<file path="src/rtl/axi_write_ctrl.sv">
// AXI3 write-channel master for cache line writebacks (16 beats) and single uncached stores.
// Define AXI_AW_W_PARALLEL_EN to issue AW and W concurrently instead of strictly AW-then-W.
module axi_write_ctrl (
    input  logic        clk,
    input  logic        rst,
    input  logic        req_valid,
    output logic        req_ready,
    input  logic [31:0] req_addr,
    input  logic        req_burst,
    input  logic [3:0]  req_strb,
    input  logic [31:0] req_wdata,
    input  logic        req_wvalid,
    output logic        req_wready,
    output logic        done,
    output logic        err,
    output logic [3:0]  awid,
    output logic [31:0] awaddr,
    output logic [7:0]  awlen,
    output logic [2:0]  awsize,
    output logic [1:0]  awburst,
    output logic [1:0]  awlock,
    output logic [3:0]  awcache,
    output logic [2:0]  awprot,
    output logic        awvalid,
    input  logic        awready,
    output logic [3:0]  wid,
    output logic [31:0] wdata,
    output logic [3:0]  wstrb,
    output logic        wlast,
    output logic        wvalid,
    input  logic        wready,
    input  logic [3:0]  bid,
    input  logic [1:0]  bresp,
    input  logic        bvalid,
    output logic        bready
);

    typedef enum logic [2:0] {
        IDLE      = 3'd0,
        ADDR      = 3'd1,
        DATA      = 3'd2,
        RESP      = 3'd3,
        ADDR_DATA = 3'd4
    } state_t;

    state_t      r_state;
    state_t      w_next_state;
    logic [31:0] r_addr;
    logic        r_burst;
    logic [3:0]  r_strb;
    logic [3:0]  r_beat_cnt;

    logic        w_aw_active;
    logic        w_w_active;
    logic        w_aw_hs;
    logic        w_w_hs;
    logic        w_last_beat;
    logic        w_w_last_hs;
    logic [7:0]  w_awlen;
    logic        w_unused_bid;

`ifdef AXI_AW_W_PARALLEL_EN
    logic        r_aw_done;
    logic        r_w_done;
`endif

    // Write ID is fixed, so the returned ID carries no information.
    assign w_unused_bid = ^bid;

    always_comb begin
        w_aw_active = 1'b0;
        w_w_active  = 1'b0;
        case (r_state)
            ADDR: w_aw_active = 1'b1;
            DATA: w_w_active  = 1'b1;
`ifdef AXI_AW_W_PARALLEL_EN
            ADDR_DATA: begin
                w_aw_active = ~r_aw_done;
                w_w_active  = ~r_w_done;
            end
`endif
            default: ;
        endcase
    end

    assign w_awlen     = r_burst ? 8'h0f : 8'h00;
    assign w_aw_hs     = w_aw_active & awready;
    assign w_w_hs      = w_w_active & req_wvalid & wready;
    assign w_last_beat = (r_beat_cnt == w_awlen[3:0]);
    assign w_w_last_hs = w_w_hs & w_last_beat;

    assign req_ready  = (r_state == IDLE);

    assign awid       = 4'h1;
    assign awsize     = 3'b010;
    assign awlock     = 2'b00;
    assign awcache    = 4'h0;
    assign awprot     = 3'b000;
    assign awvalid    = w_aw_active;
    // Line writebacks are always issued line-aligned (64 bytes).
    assign awaddr     = r_burst ? {r_addr[31:6], 6'b0} : r_addr;
    assign awlen      = w_awlen;
    assign awburst    = r_burst ? 2'b01 : 2'b00;

    assign wid        = w_w_active ? 4'h1 : 4'h0;
    assign wvalid     = w_w_active & req_wvalid;
    assign wdata      = w_w_active ? req_wdata : 32'h0;
    assign wstrb      = w_w_active ? (r_burst ? 4'hf : r_strb) : 4'h0;
    assign wlast      = w_w_active & w_last_beat;
    assign req_wready = w_w_active & wready;

    assign bready     = (r_state == RESP);
    assign done       = (r_state == RESP) & bvalid;
    assign err        = done & (bresp != 2'b00);

    always_comb begin
        w_next_state = r_state;
        case (r_state)
            IDLE: begin
                if (req_valid) begin
`ifdef AXI_AW_W_PARALLEL_EN
                    w_next_state = ADDR_DATA;
`else
                    w_next_state = ADDR;
`endif
                end
            end
            ADDR: begin
                if (awready) w_next_state = DATA;
            end
            DATA: begin
                if (w_w_last_hs) w_next_state = RESP;
            end
            RESP: begin
                if (bvalid) w_next_state = IDLE;
            end
`ifdef AXI_AW_W_PARALLEL_EN
            ADDR_DATA: begin
                if ((r_aw_done | w_aw_hs) && (r_w_done | w_w_last_hs))
                    w_next_state = RESP;
            end
`endif
            default: w_next_state = IDLE;
        endcase
    end

    always_ff @(posedge clk) begin
        if (rst) begin
            r_state    <= IDLE;
            r_addr     <= 32'h0;
            r_burst    <= 1'b0;
            r_strb     <= 4'h0;
            r_beat_cnt <= 4'h0;
        end else begin
            r_state <= w_next_state;
            if (r_state == IDLE && req_valid) begin
                r_addr  <= req_addr;
                r_burst <= req_burst;
                r_strb  <= req_strb;
            end
            // A stalled beat leaves the counter untouched, so beats are never skipped.
            if (w_next_state == IDLE)
                r_beat_cnt <= 4'h0;
            else if (w_w_hs)
                r_beat_cnt <= r_beat_cnt + 4'h1;
        end
    end

`ifdef AXI_AW_W_PARALLEL_EN
    always_ff @(posedge clk) begin
        if (rst) begin
            r_aw_done <= 1'b0;
            r_w_done  <= 1'b0;
        end else if (w_next_state == IDLE) begin
            r_aw_done <= 1'b0;
            r_w_done  <= 1'b0;
        end else begin
            if (w_aw_hs)     r_aw_done <= 1'b1;
            if (w_w_last_hs) r_w_done  <= 1'b1;
        end
    end
`endif

endmodule

</file>
<file path="config.mk">
export PLATFORM = sky130hd
export DESIGN_NAME = axi_write_ctrl
export DESIGN_NICKNAME = d
export VERILOG_FILES = /design/src/rtl/axi_write_ctrl.sv
export SDC_FILE = /design/constraint.sdc
export NUM_CORES = 1
export LEC_CHECK = 0
export CORE_MARGIN = 5
export CORE_UTILIZATION = 34
export CTS_CLUSTER_SIZE = 12
export DETAILED_ROUTE_END_ITERATION = 8
export GPL_TIMING_DRIVEN = 0
export HOLD_SLACK_MARGIN = 0.02
export MAX_ROUTING_LAYER = met4
export PLACE_DENSITY = 0.84
export RECOVER_POWER = 100
export SYNTH_ARGS = -nofsm -noshare
export SYNTH_HDL_FRONTEND = slang
export SYNTH_SLANG_ARGS = --single-unit
</file>
<file path="constraint.sdc">
create_clock -name clk -period 1.7 [get_ports clk]
set_input_delay 0.34 -clock clk [delete_from_list [all_inputs] [get_ports clk]]
set_output_delay 0.34 -clock clk [all_outputs]
set_load 0.05 [all_outputs]
</file>
==> flow_summary.json <==
{
  "wl_per_cell_um": 14.2,
  "die_x_um": 94.5,
  "ys.flop_type": "dfxtp_1",
  "r2r_start": "r_state[2]",
  "place_congestion": 0.822,
  "synth_area_leaders": "dfxtp_1 36%, buf_4 17%, nand2_1 12%, and2_1 8.8%, a21oi_1 8.7%",
  "core-area_um2": 6870,
  "power_density_nw_per_um2": 561,
  "first_pass_iters": 4,
  "start_kind": "flop",
  "rows": 30,
  "portBuffers": 159,
  "synthArstFlopShare": 0,
  "fillCellCount": 580,
  "hold_start": "r_addr[1]",
  "synth_commonest_cells": "77 x nand2_1, 56 x buf_4, 44 x dfxtp_1",
  "period_share": 1.17,
  "vias_per_cell": 4.25,
  "insertion_delay_ns": 0.29,
  "nets": 611,
  "drv_slew": 0,
  "n_antenna_cell": 0,
  "antenna_found_initial": 0,
  "cts.sinks": 44,
  "cts_tree": "yes",
  "violations": "negative setup slack",
  "path_class": "flop to output port",
  "final_util": 0.703,
  "ir_drop_mv": 0.572,
  "htreeDepth": 2,
  "setup_violations": 71,
  "cp_max_fo": 8,
  "r2r_setup_slack_ns": -0.07,
  "cp-end-kind": "output port",
  "ctsHoldBuffers": 0,
  "drt-total-wl_um": 8890,
  "cts.clk_slew.worst_paths_ns": 0.08,
  "min_period_ns": 1.99,
  "synth.most_common_cell": "nand2_1",
  "grt_pass1_vias": 2715,
  "cts_buffers": 5,
  "max_cap_viol_count": 0,
  "r2r-end": "r_addr[18]",
  "hold_viol": 0,
  "synth_edf_count": 0,
  "area_growth_pct": 99.1,
  "remaining_drc_errors": 0,
  "syn_area_um2": 2420,
  "layout_setup_ws_ns": -0.288,
  "tightest_slew_ns": 0.650,
  "ys_seq_elements": 44,
  "yosys_warnings": 0,
  "grt_setup_unrepaired": "yes",
  "grt_pass1_wl_um": 13300,
  "fin_area_um2": 4830,
  "ios": 188,
  "grt_start_max_net_pins": 14,
  "overflow": 0,
  "ant_nets": 0,
  "die_h_um": 94.5,
  "detailed_place_hpwl_um": 6670,
  "crit_required_ns": 1.36,
  "post-place-ws_ns": -0.833,
  "layout-drive-gt1-share": 0.372,
  "hold-worst-slack_ns": 0.449,
  "drt-initial-drc-count": 65,
  "slew_headroom": 0.560,
  "num_vias": 2656,
  "track_usage": 0.196,
  "start_util": 0.353,
  "tns_ns": -11.11,
  "min_to": "r_addr[1]",
  "min_path_cells": 2,
  "clockRootBuffer": "clkbuf_8",
  "synth_top_area_share": 0.363,
  "clock_tree.buffer_depth": 2,
  "fmax_ghz": 0.503,
  "synth_top_area_cell": "dfxtp_1",
  "outcome": "complete, but fails checks",
  "cp_data_arrival_time_ns": 1.65,
  "skew_ns": 0.00370,
  "hp-class": "flop to flop",
  "syn_avg_cell_area_um2": 7.55,
  "seq_area_frac_synth": 0.363,
  "synthDistinctLibCells": 32,
  "leakagePower_nw": 2.28,
  "worst_r2r_path_depth": 5,
  "die_area_um2": 8920,
  "syn_inst": 321,
  "place_area_um2": 4360
}
through the flow:
step | std cells | total power (W)
after CTS | 619 | 0.00272
after global routing | 625 | 0.00283
after floorplan | 344 | 0.00163
final | 625 | 0.00271
after global placement | 599 | 0.00193
after detailed placement | 599 | 0.00194
final cells by class:
cell class | count | area, um^2 | area share
buffer | 72 | 568 | 0.118
clock buffer | 6 | 72.6 | 0.0150
clock inverter | 2 | 35.0 | 0.00726
inverter | 1 | 16.3 | 0.00337
multi-input combinational | 224 | 1260 | 0.260
sequential | 44 | 891 | 0.185
tap | 96 | 120 | 0.0249
timing repair buffer | 179 | 1860 | 0.386
timing repair inverter | 1 | 3.75 | 0.000777
registers in the layout (all words and copies together) (netlist names):
signal	flops
r_beat_cnt	4
r_burst	1
r_strb	4
r_addr	32
r_state	3
worst max path at each step:
stage / startpoint / endpoint / slack (ns)
finish: r_state[1] / wdata[21] / -0.29
global route: r_burst / wlast / -0.33
CTS: r_state[2] / wdata[11] / -0.35
detailed placement: r_state[1] / wdata[20] / -0.83
global placement: r_state[2] / wdata[20] / -0.79
floorplan: r_state[1] / err / -0.29
cell usage in the layout (no fill, tap or decap), types with 5 or more instances in the layout:
| cell type | instances |
|---|---|
| buf_8 | 42 |
| nand2_1 | 76 |
| buf_4 | 72 |
| nor2_1 | 6 |
| clkdlybuf4s50_1 | 75 |
| a21oi_1 | 42 |
| nor2_4 | 5 |
| conb_1 | 25 |
| clkbuf_2 | 5 |
| clkbuf_8 | 5 |
| clkbuf_1 | 5 |
| nor2b_1 | 6 |
| buf_6 | 6 |
| dfxtp_1 | 40 |
| dlygate4sd2_1 | 30 |
| and2_4 | 31 |
| buf_2 | 11 |
layer usage:
| layer | share of wire | global-route usage | routed length [um] |
|---|---|---|---|
| met1 | 0.40 | 0.223 | 3580 |
| met2 | 0.55 | 0.361 | 4900 |
| met3 | 0.045 | 0.0343 | 398 |
| met4 | 0.0017 | 0.0349 | 15 |
| met5 | 0 | - | 0 |
where the power goes:
group	total (W)	switching [W]	internal [W]
Combinational	0.000831	0.000471	0.000361
Sequential	0.00110	0.0000239	0.00107
Clock	0.000780	0.000344	0.000436
Total	0.00271	0.000839	0.00187
kinds of logic (layout without fill, tap and decap cells):
family / count (synthesis) / count (layout) / share of synthesized area
AND/OR/NAND/NOR: 146 / 146 / 0.298
buffers and inverters: 76 / 261 / 0.213
AO/OA/AOI/OAI: 51 / 51 / 0.113
flip-flops: 44 / 44 / 0.363
other: 2 / 25 / 0.00310
adder cells (fa/ha/maj): 1 / 1 / 0.00516
multiplexers: 1 / 1 / 0.00413
worst max-delay path, cell delays in order, from the launching register on:
cell	delay (ns)
dfxtp_4	0.36
or3b_4	0.45
clkinv_8	0.11
clkbuf_16	0.14
and2_4	0.14
buf_8	0.14
timing repair:
action	in CTS	in global routing
setup endpoints to repair	112	84
pin swaps	5	20
resized for setup	422	33
gates cloned	4	0
buffers inserted	9	8
(Power assumes the default switching activity.)
